===== src/rtl/vram_pkg.sv =====
// ----------------------------------------------------------------------------
// vram_pkg
// Shared definitions for the text-VRAM port arbiter and its clear engine.
//   ADDR_W_DEF / DATA_W_DEF : default VRAM address and data widths
//   TEXT_COLS / TEXT_ROWS   : visible text grid geometry
//   CLEAR_LAST_DEF          : last cell address touched by a clear/fill
//   wr_state_t              : write-side FSM states
// ----------------------------------------------------------------------------
package vram_pkg;

    localparam int ADDR_W_DEF     = 10;
    localparam int DATA_W_DEF     = 8;
    localparam int TEXT_COLS      = 60;
    localparam int TEXT_ROWS      = 17;
    localparam int CLEAR_LAST_DEF = TEXT_COLS * TEXT_ROWS - 1;

    typedef enum logic {
        IDLE  = 1'b0,
        CLEAR = 1'b1
    } wr_state_t;

endpackage


===== src/rtl/vram_clear_engine.sv =====
// ----------------------------------------------------------------------------
// vram_clear_engine
// Walks the text area of the VRAM writing one fill byte per cycle.
// Ports:
//   clk, reset   : system clock, synchronous active-high reset
//   clr_start    : start pulse, honoured only while idle
//   clr_value    : fill byte, captured together with clr_start
//   busy         : registered, high while the fill owns the write port
//   done         : registered one-cycle pulse in the first cycle after the
//                  final write
//   ptr          : address being written this cycle while busy
//   fill_value   : latched fill byte
// ----------------------------------------------------------------------------
module vram_clear_engine
    import vram_pkg::*;
#(
    parameter int ADDR_W     = ADDR_W_DEF,
    parameter int DATA_W     = DATA_W_DEF,
    parameter int CLEAR_LAST = CLEAR_LAST_DEF
) (
    input  logic              clk,
    input  logic              reset,
    input  logic              clr_start,
    input  logic [DATA_W-1:0] clr_value,
    output logic              busy,
    output logic              done,
    output logic [ADDR_W-1:0] ptr,
    output logic [DATA_W-1:0] fill_value
);

    localparam logic [ADDR_W-1:0] LAST_ADDR = ADDR_W'(CLEAR_LAST);

    wr_state_t state;

    // Single-process FSM. busy mirrors the CLEAR state but is registered
    // separately so the top-level muxes read a flop, not a decode.
    // A start request arriving while already clearing is simply dropped,
    // and the fill byte is never re-sampled mid-fill. done is cleared every
    // cycle and only raised on the edge that leaves CLEAR, which makes it a
    // single-cycle pulse; a reset mid-fill takes the reset branch and so
    // never produces it.
    always_ff @(posedge clk) begin
        if (reset) begin
            state      <= IDLE;
            busy       <= 1'b0;
            done       <= 1'b0;
            ptr        <= '0;
            fill_value <= '0;
        end else begin
            done <= 1'b0;
            case (state)
                IDLE: begin
                    if (clr_start) begin
                        state      <= CLEAR;
                        busy       <= 1'b1;
                        ptr        <= '0;
                        fill_value <= clr_value;
                    end
                end
                CLEAR: begin
                    if (ptr == LAST_ADDR) begin
                        state <= IDLE;
                        busy  <= 1'b0;
                        done  <= 1'b1;
                        ptr   <= '0;
                    end else begin
                        ptr <= ptr + 1'b1;
                    end
                end
                default: begin
                    state <= IDLE;
                    busy  <= 1'b0;
                end
            endcase
        end
    end

endmodule


===== src/rtl/vram_port_arbiter.sv =====
// ----------------------------------------------------------------------------
// vram_port_arbiter
// Owns both ports of the simple-dual-port text VRAM.
// Ports:
//   clk, reset                          : system clock, sync active-high reset
//   cpu_we/cpu_waddr/cpu_wdata/
//   cpu_wready                          : CPU store channel
//   cpu_re/cpu_raddr/cpu_rready/
//   cpu_rvalid/cpu_rdata                : CPU load channel
//   disp_req/disp_addr/disp_rvalid/
//   disp_rdata                          : LCD character fetch, always granted
//   clr_start/clr_value/clr_busy/
//   clr_done                            : clear/fill engine control
//   vram_cea/vram_ada/vram_din          : VRAM write port
//   vram_ceb/vram_oce/vram_adb/
//   vram_dout                           : VRAM read port (1-cycle latency)
// ----------------------------------------------------------------------------
module vram_port_arbiter
    import vram_pkg::*;
#(
    parameter int ADDR_W     = ADDR_W_DEF,
    parameter int DATA_W     = DATA_W_DEF,
    parameter int CLEAR_LAST = CLEAR_LAST_DEF
) (
    input  logic              clk,
    input  logic              reset,
    input  logic              cpu_we,
    input  logic [ADDR_W-1:0] cpu_waddr,
    input  logic [DATA_W-1:0] cpu_wdata,
    output logic              cpu_wready,
    input  logic              cpu_re,
    input  logic [ADDR_W-1:0] cpu_raddr,
    output logic              cpu_rready,
    output logic              cpu_rvalid,
    output logic [DATA_W-1:0] cpu_rdata,
    input  logic              disp_req,
    input  logic [ADDR_W-1:0] disp_addr,
    output logic              disp_rvalid,
    output logic [DATA_W-1:0] disp_rdata,
    input  logic              clr_start,
    input  logic [DATA_W-1:0] clr_value,
    output logic              clr_busy,
    output logic              clr_done,
    output logic              vram_cea,
    output logic [ADDR_W-1:0] vram_ada,
    output logic [DATA_W-1:0] vram_din,
    output logic              vram_ceb,
    output logic              vram_oce,
    output logic [ADDR_W-1:0] vram_adb,
    input  logic [DATA_W-1:0] vram_dout
);

    logic [ADDR_W-1:0] clr_ptr;
    logic [DATA_W-1:0] clr_fill;
    logic              disp_grant;
    logic              cpu_grant;

    vram_clear_engine #(
        .ADDR_W     (ADDR_W),
        .DATA_W     (DATA_W),
        .CLEAR_LAST (CLEAR_LAST)
    ) u_clear (
        .clk        (clk),
        .reset      (reset),
        .clr_start  (clr_start),
        .clr_value  (clr_value),
        .busy       (clr_busy),
        .done       (clr_done),
        .ptr        (clr_ptr),
        .fill_value (clr_fill)
    );

    // Write port: the fill engine owns it outright while busy, otherwise the
    // CPU store passes straight through. A store issued in the same cycle as
    // clr_start still lands, because the engine only takes over next cycle.
    // Enables are held low during reset so a reset mid-fill stops writing
    // immediately.
    always_comb begin
        cpu_wready = 1'b0;
        vram_cea   = 1'b0;
        vram_ada   = cpu_waddr;
        vram_din   = cpu_wdata;
        if (clr_busy) begin
            vram_ada = clr_ptr;
            vram_din = clr_fill;
        end
        if (!reset) begin
            cpu_wready = !clr_busy;
            vram_cea   = clr_busy | cpu_we;
        end
    end

    // Read port: the display has a hard deadline so it always wins; the CPU
    // gets the port only in cycles without a display fetch and must hold its
    // request until cpu_rready is seen.
    always_comb begin
        disp_grant = !reset && disp_req;
        cpu_grant  = !reset && !disp_req && cpu_re;
        cpu_rready = !reset && !disp_req;
        vram_ceb   = disp_grant | cpu_grant;
        vram_adb   = disp_req ? disp_addr : cpu_raddr;
    end

    // Read tags: the RAM returns data one cycle after the grant, so each
    // grant is delayed by one flop to mark whose data is on vram_dout.
    // The grants are mutually exclusive, so the tags are too.
    always_ff @(posedge clk) begin
        if (reset) begin
            disp_rvalid <= 1'b0;
            cpu_rvalid  <= 1'b0;
        end else begin
            disp_rvalid <= disp_grant;
            cpu_rvalid  <= cpu_grant;
        end
    end

    assign vram_oce   = 1'b1;
    assign cpu_rdata  = vram_dout;
    assign disp_rdata = vram_dout;

endmodule


===== config.mk =====
export PLATFORM = sky130hd
export DESIGN_NAME = vram_port_arbiter
export DESIGN_NICKNAME = d
export VERILOG_FILES = /design/src/rtl/vram_pkg.sv /design/src/rtl/vram_clear_engine.sv /design/src/rtl/vram_port_arbiter.sv
export SDC_FILE = /design/constraint.sdc
export NUM_CORES = 1
export LEC_CHECK = 0
export CAP_MARGIN = 0
export CORE_MARGIN = 1.5
export CORE_UTILIZATION = 30
export DETAILED_ROUTE_END_ITERATION = 16
export GPL_TIMING_DRIVEN = 0
export PLACE_DENSITY = 0.86
export SLEW_MARGIN = 25
export SYNTH_ARGS = -nofsm -noshare
export SYNTH_HDL_FRONTEND = slang
export SYNTH_SLANG_ARGS = --single-unit

===== constraint.sdc =====
create_clock -name clk -period 1.4 [get_ports clk]
set_input_delay 0.28 -clock clk [delete_from_list [all_inputs] [get_ports clk]]
set_output_delay 0.28 -clock clk [all_outputs]
set_load 0.03 [all_outputs]

==> out/qor_table.md <==
| Group | Metric | Reported |
|---|---|---|
| global route | Pin count of the biggest net entering global routing | 13 |
| finish | P&R area growth vs syn | 105% |
| sta | Highest achievable clock rate | 639 MHz |
| status | Run status | finished with violations |
| finish | Cell Count, Final, Fillers Out | 340 |
| finish | Share of layout cells above drive strength 1 | 45.5% |
| placed design | Pre-CTS setup slack | -1.30 ns |
| global route | Number of global-route vias before repair | 1656 |
| floorplanning | Area of the die | 5260 um^2 |
| synthesis | Unique cell type count in the Yosys netlist | 33 |
| synthesis | Mean Syn Cell Area | 8.64 um^2 |
| global route | Tot GR Track Use | 19.0% |
| min path | Cell count of the worst hold path | 2 |
| finish | Most used cells in the layout excluding fill and tap cells | clkdlybuf4s50_1, buf_6, buf_4 |
| power | PwrDens | 687 nW/um^2 |
| clock tree | Worst skew pair latency | 0.27 ns |
| synthesis | Compound-cell area share of the yosys netlist | 12.0% |
| finish | Total non-filler cell area in the finished layout | 2970 um^2 |
| flow run | Number of max-cap violations | 0 |
| detailed routing | Pre-Repair DR Iteration Count | 5 |
| placed design | # port buffers | 103 |
| detailed routing | Total vias in the final route | 1706 |
| placed design | Placement Cell Area | 2560 um^2 |
| sta | Setup TNS after final layout | -2.81 ns |
| detailed routing | Violation count after the first detailed-routing iteration | 45 |
| sta | Post-route worst hold slack | 0.292 ns |
| sta | Final number of hold-violating endpoints | 0 |
| floorplanning | Chip height | 72.6 um |
| worst setup path | Critical path class | flop to primary output |
| power | Post-layout total power | 2.04 mW |
| worst setup path | Nature of the critical path endpoint | primary output |
| sta | Final count of negative-setup-slack endpoints | 22 |
| floorplanning | Starting Density | 30.9% |
| synthesis | Gate count of the mapped netlist | 168 |
| finish | Final net count | 348 |
| synthesis | Post-synth net total | 229 |
| clock tree | Clock net sink count | 23 |
| synthesis | Sequential-to-total area share from yosys stat | 31.7% |
| clock tree | Count of hold buffers inserted by post-cts repair | 0 |
| worst setup path | Category of the worst setup path launch point | flop |
| synthesis | Adder-cell share of the synthesized area | 0.862% |
| sta | Setup clock skew after layout | 0.00251 ns |
| clock tree | Register clock-pin slew on the reported worst setup and hold paths | 0.08 ns |
| worst setup path | Number of cell instances on the worst register-to-register path | 5 |
| finish | Most common cell after layout, fill and taps aside | clkdlybuf4s50_1 |
| synthesis | Post-Synthesis Cell Area | 1450 um^2 |
| sta | Worst Slack Setup Final | -0.164 ns |
| worst setup path | Maximum fanout encountered on the critical timing path | 5 |
| synthesis | Number of storage elements in the synthesis netlist | 23 |
| power | Leakage | 1.27 nW |
| detailed routing | DRC violation count after routing | 0 |
| synthesis | Fraction of synthesized area in multiplexers | 21.7% |
| worst setup path | CP required | 1.12 ns |
| global route | Initial antenna violation count | 0 |
| sta | Minimum clock period after layout | 1.56 ns |
| worst setup path | Worst endpoint data arrival time | 1.28 ns |
| sta | Final worst path period share | 112% |
| worst setup path | Internal reg-to-reg setup slack | -0.02 ns |
| sta | RSZ-0062 raised after global routing | true |
| clock tree | Number of clock buffers inserted by TritonCTS | 3 |
| detailed routing | DRT Wirelength | 5.46 mm |
| synthesis | Simple-gate area share of the yosys netlist | 20.8% |
| min path | Hold WC Path Type | primary input to flop |
| global route | GR Overflow Total | 0 |
| sta | Final count of pins violating max slew | 0 |
| placed design | Number of placed instances with taps included | 325 |
| placed design | Detailed-placement wirelength estimate | 3.65 mm |
| floorplanning | Core region area | 4690 um^2 |
| synthesis | Xor-xnor portion of the synthesized cell area | 0% |
| global route | Wire length of the first global-routing pass | 7.83 mm |
| synthesis | Number of warning messages in the yosys log | 0 |
| detailed routing | Number of vias per cell after detailed routing | 5.02 |
| clock tree | Clock tree from TritonCTS | yes |
| status | Failing checks | setup timing |
| power | Peak VDD IR | 353 uV |
| detailed routing | Number of routed nets with antenna violations | 0 |
| clock tree | Clock Tree Buf Depth | 2 |
| placed design | GPL Wtd Cong | 0.803 |
| finish | End-of-flow core utilization | 63.4% |
| clock tree | Root cell of the clock tree | clkbuf_8 |
| clock tree | H-tree level count | 1 |
| floorplanning | Horizontal extent of the die | 72.6 um |
| floorplanning | Number of I/O pins | 113 |
| synthesis | Combinational family with the most area after synthesis | multiplexers |
| floorplanning | Count of standard-cell rows | 25 |
| detailed routing | DR WL/cell | 16.1 um |
| finish | Antenna diodes | 0 |
==> worst max-delay path, cell delays in order (launching register included) <==
cell and delay (ns):
dfxtp_4 0.40, clkbuf_16 0.16, mux2_4 0.31, buf_6 0.14
==> cell usage after synthesis <==
master | instances | area [um^2]
nand3_1 | 7 | 35.0
and4_4 | 1 | 11.3
a21oi_1 | 15 | 75.1
ha_1 | 1 | 12.5
buf_2 | 1 | 5.00
o311ai_0 | 1 | 8.76
o2111ai_1 | 1 | 8.76
and2_1 | 1 | 6.26
a311oi_1 | 3 | 26.3
a41oi_1 | 2 | 17.5
nand4b_1 | 1 | 8.76
o21ai_0 | 3 | 15.0
clkbuf_8 | 1 | 13.8
nand2_4 | 1 | 11.3
nor2_1 | 10 | 37.5
nor3_1 | 2 | 10.0
buf_4 | 18 | 135
mux2_2 | 28 | 315
or2_2 | 2 | 12.5
nand4_1 | 2 | 12.5
nand3b_1 | 2 | 15.0
dfxtp_1 | 23 | 460
conb_1 | 1 | 3.75
clkbuf_1 | 8 | 30.0
and4b_1 | 1 | 10.0
o21bai_1 | 1 | 7.51
a32oi_1 | 1 | 8.76
nand2_1 | 22 | 82.6
nand2b_1 | 1 | 6.26
a31oi_1 | 1 | 6.26
nor2b_1 | 3 | 18.8
or4_1 | 2 | 15.0
or3b_1 | 1 | 8.76
==> report_power, final <==
group	internal (mW)	leakage [nW]	switching, mW	total [mW]
Sequential	0.675	0.191	0.0172	0.692
Clock	0.203	0.0228	0.218	0.422
Combinational	0.502	1.06	0.428	0.930
Total	1.38	1.27	0.663	2.04
==> per-layer routing <==
metal,GRT usage (%),wire (um)
met5,0,0
met2,33.4,2770
met1,21.5,2030
met3,6.25,538
met4,6.29,121
==> layout make-up <==
| class | count | area [um^2] |
|---|---|---|
| clock buffer | 4 | 45.0 |
| timing repair buffer | 115 | 1160 |
| tap | 54 | 67.6 |
| sequential | 23 | 475 |
| fill | 374 | 1720 |
| buffer | 27 | 251 |
| multi-input combinational | 117 | 978 |
==> timing repair <==
item	in CTS	in global routing
setup endpoints to repair	54	43
setup buffers	2	8
gates resized for setup	256	58
pin swaps	1	11
gates cloned	1	1
==> flip-flops by register name, summed over array words and instances (netlist names) <==
| signal | count |
|---|---|
| u_clear.ptr | 10 |
| u_clear.fill_value | 8 |
| cpu_rvalid | 1 |
| u_clear.done | 1 |
| u_clear.state | 1 |
| u_clear.busy | 1 |
| disp_rvalid | 1 |
==> path summary, 6_finish.rpt <==
path	startpoint	to
hold / removal	reset	disp_rvalid$_SDFF_PP0_
setup / recovery	u_clear.busy$_SDFFE_PP0P_	vram_ada[6]
setup reg to reg	u_clear.ptr[3]$_SDFFE_PP0P_	u_clear.ptr[9]$_SDFFE_PP0P_
hold reg to reg	u_clear.fill_value[0]$_SDFFE_PP0P_	u_clear.fill_value[0]$_SDFFE_PP0P_
==> cell families (layout without fill, tap and decap cells) <==
| kind of cell | after synthesis | count (layout) |
|---|---|---|
| AO/OA/AOI/OAI | 28 | 28 |
| adder cells (fa/ha/maj) | 1 | 1 |
| buffers and inverters | 28 | 146 |
| flip-flops | 23 | 23 |
| multiplexers | 28 | 28 |
| other | 1 | 1 |
| AND/OR/NAND/NOR | 59 | 59 |
Note: power is estimated with default switching activity, not from simulation.
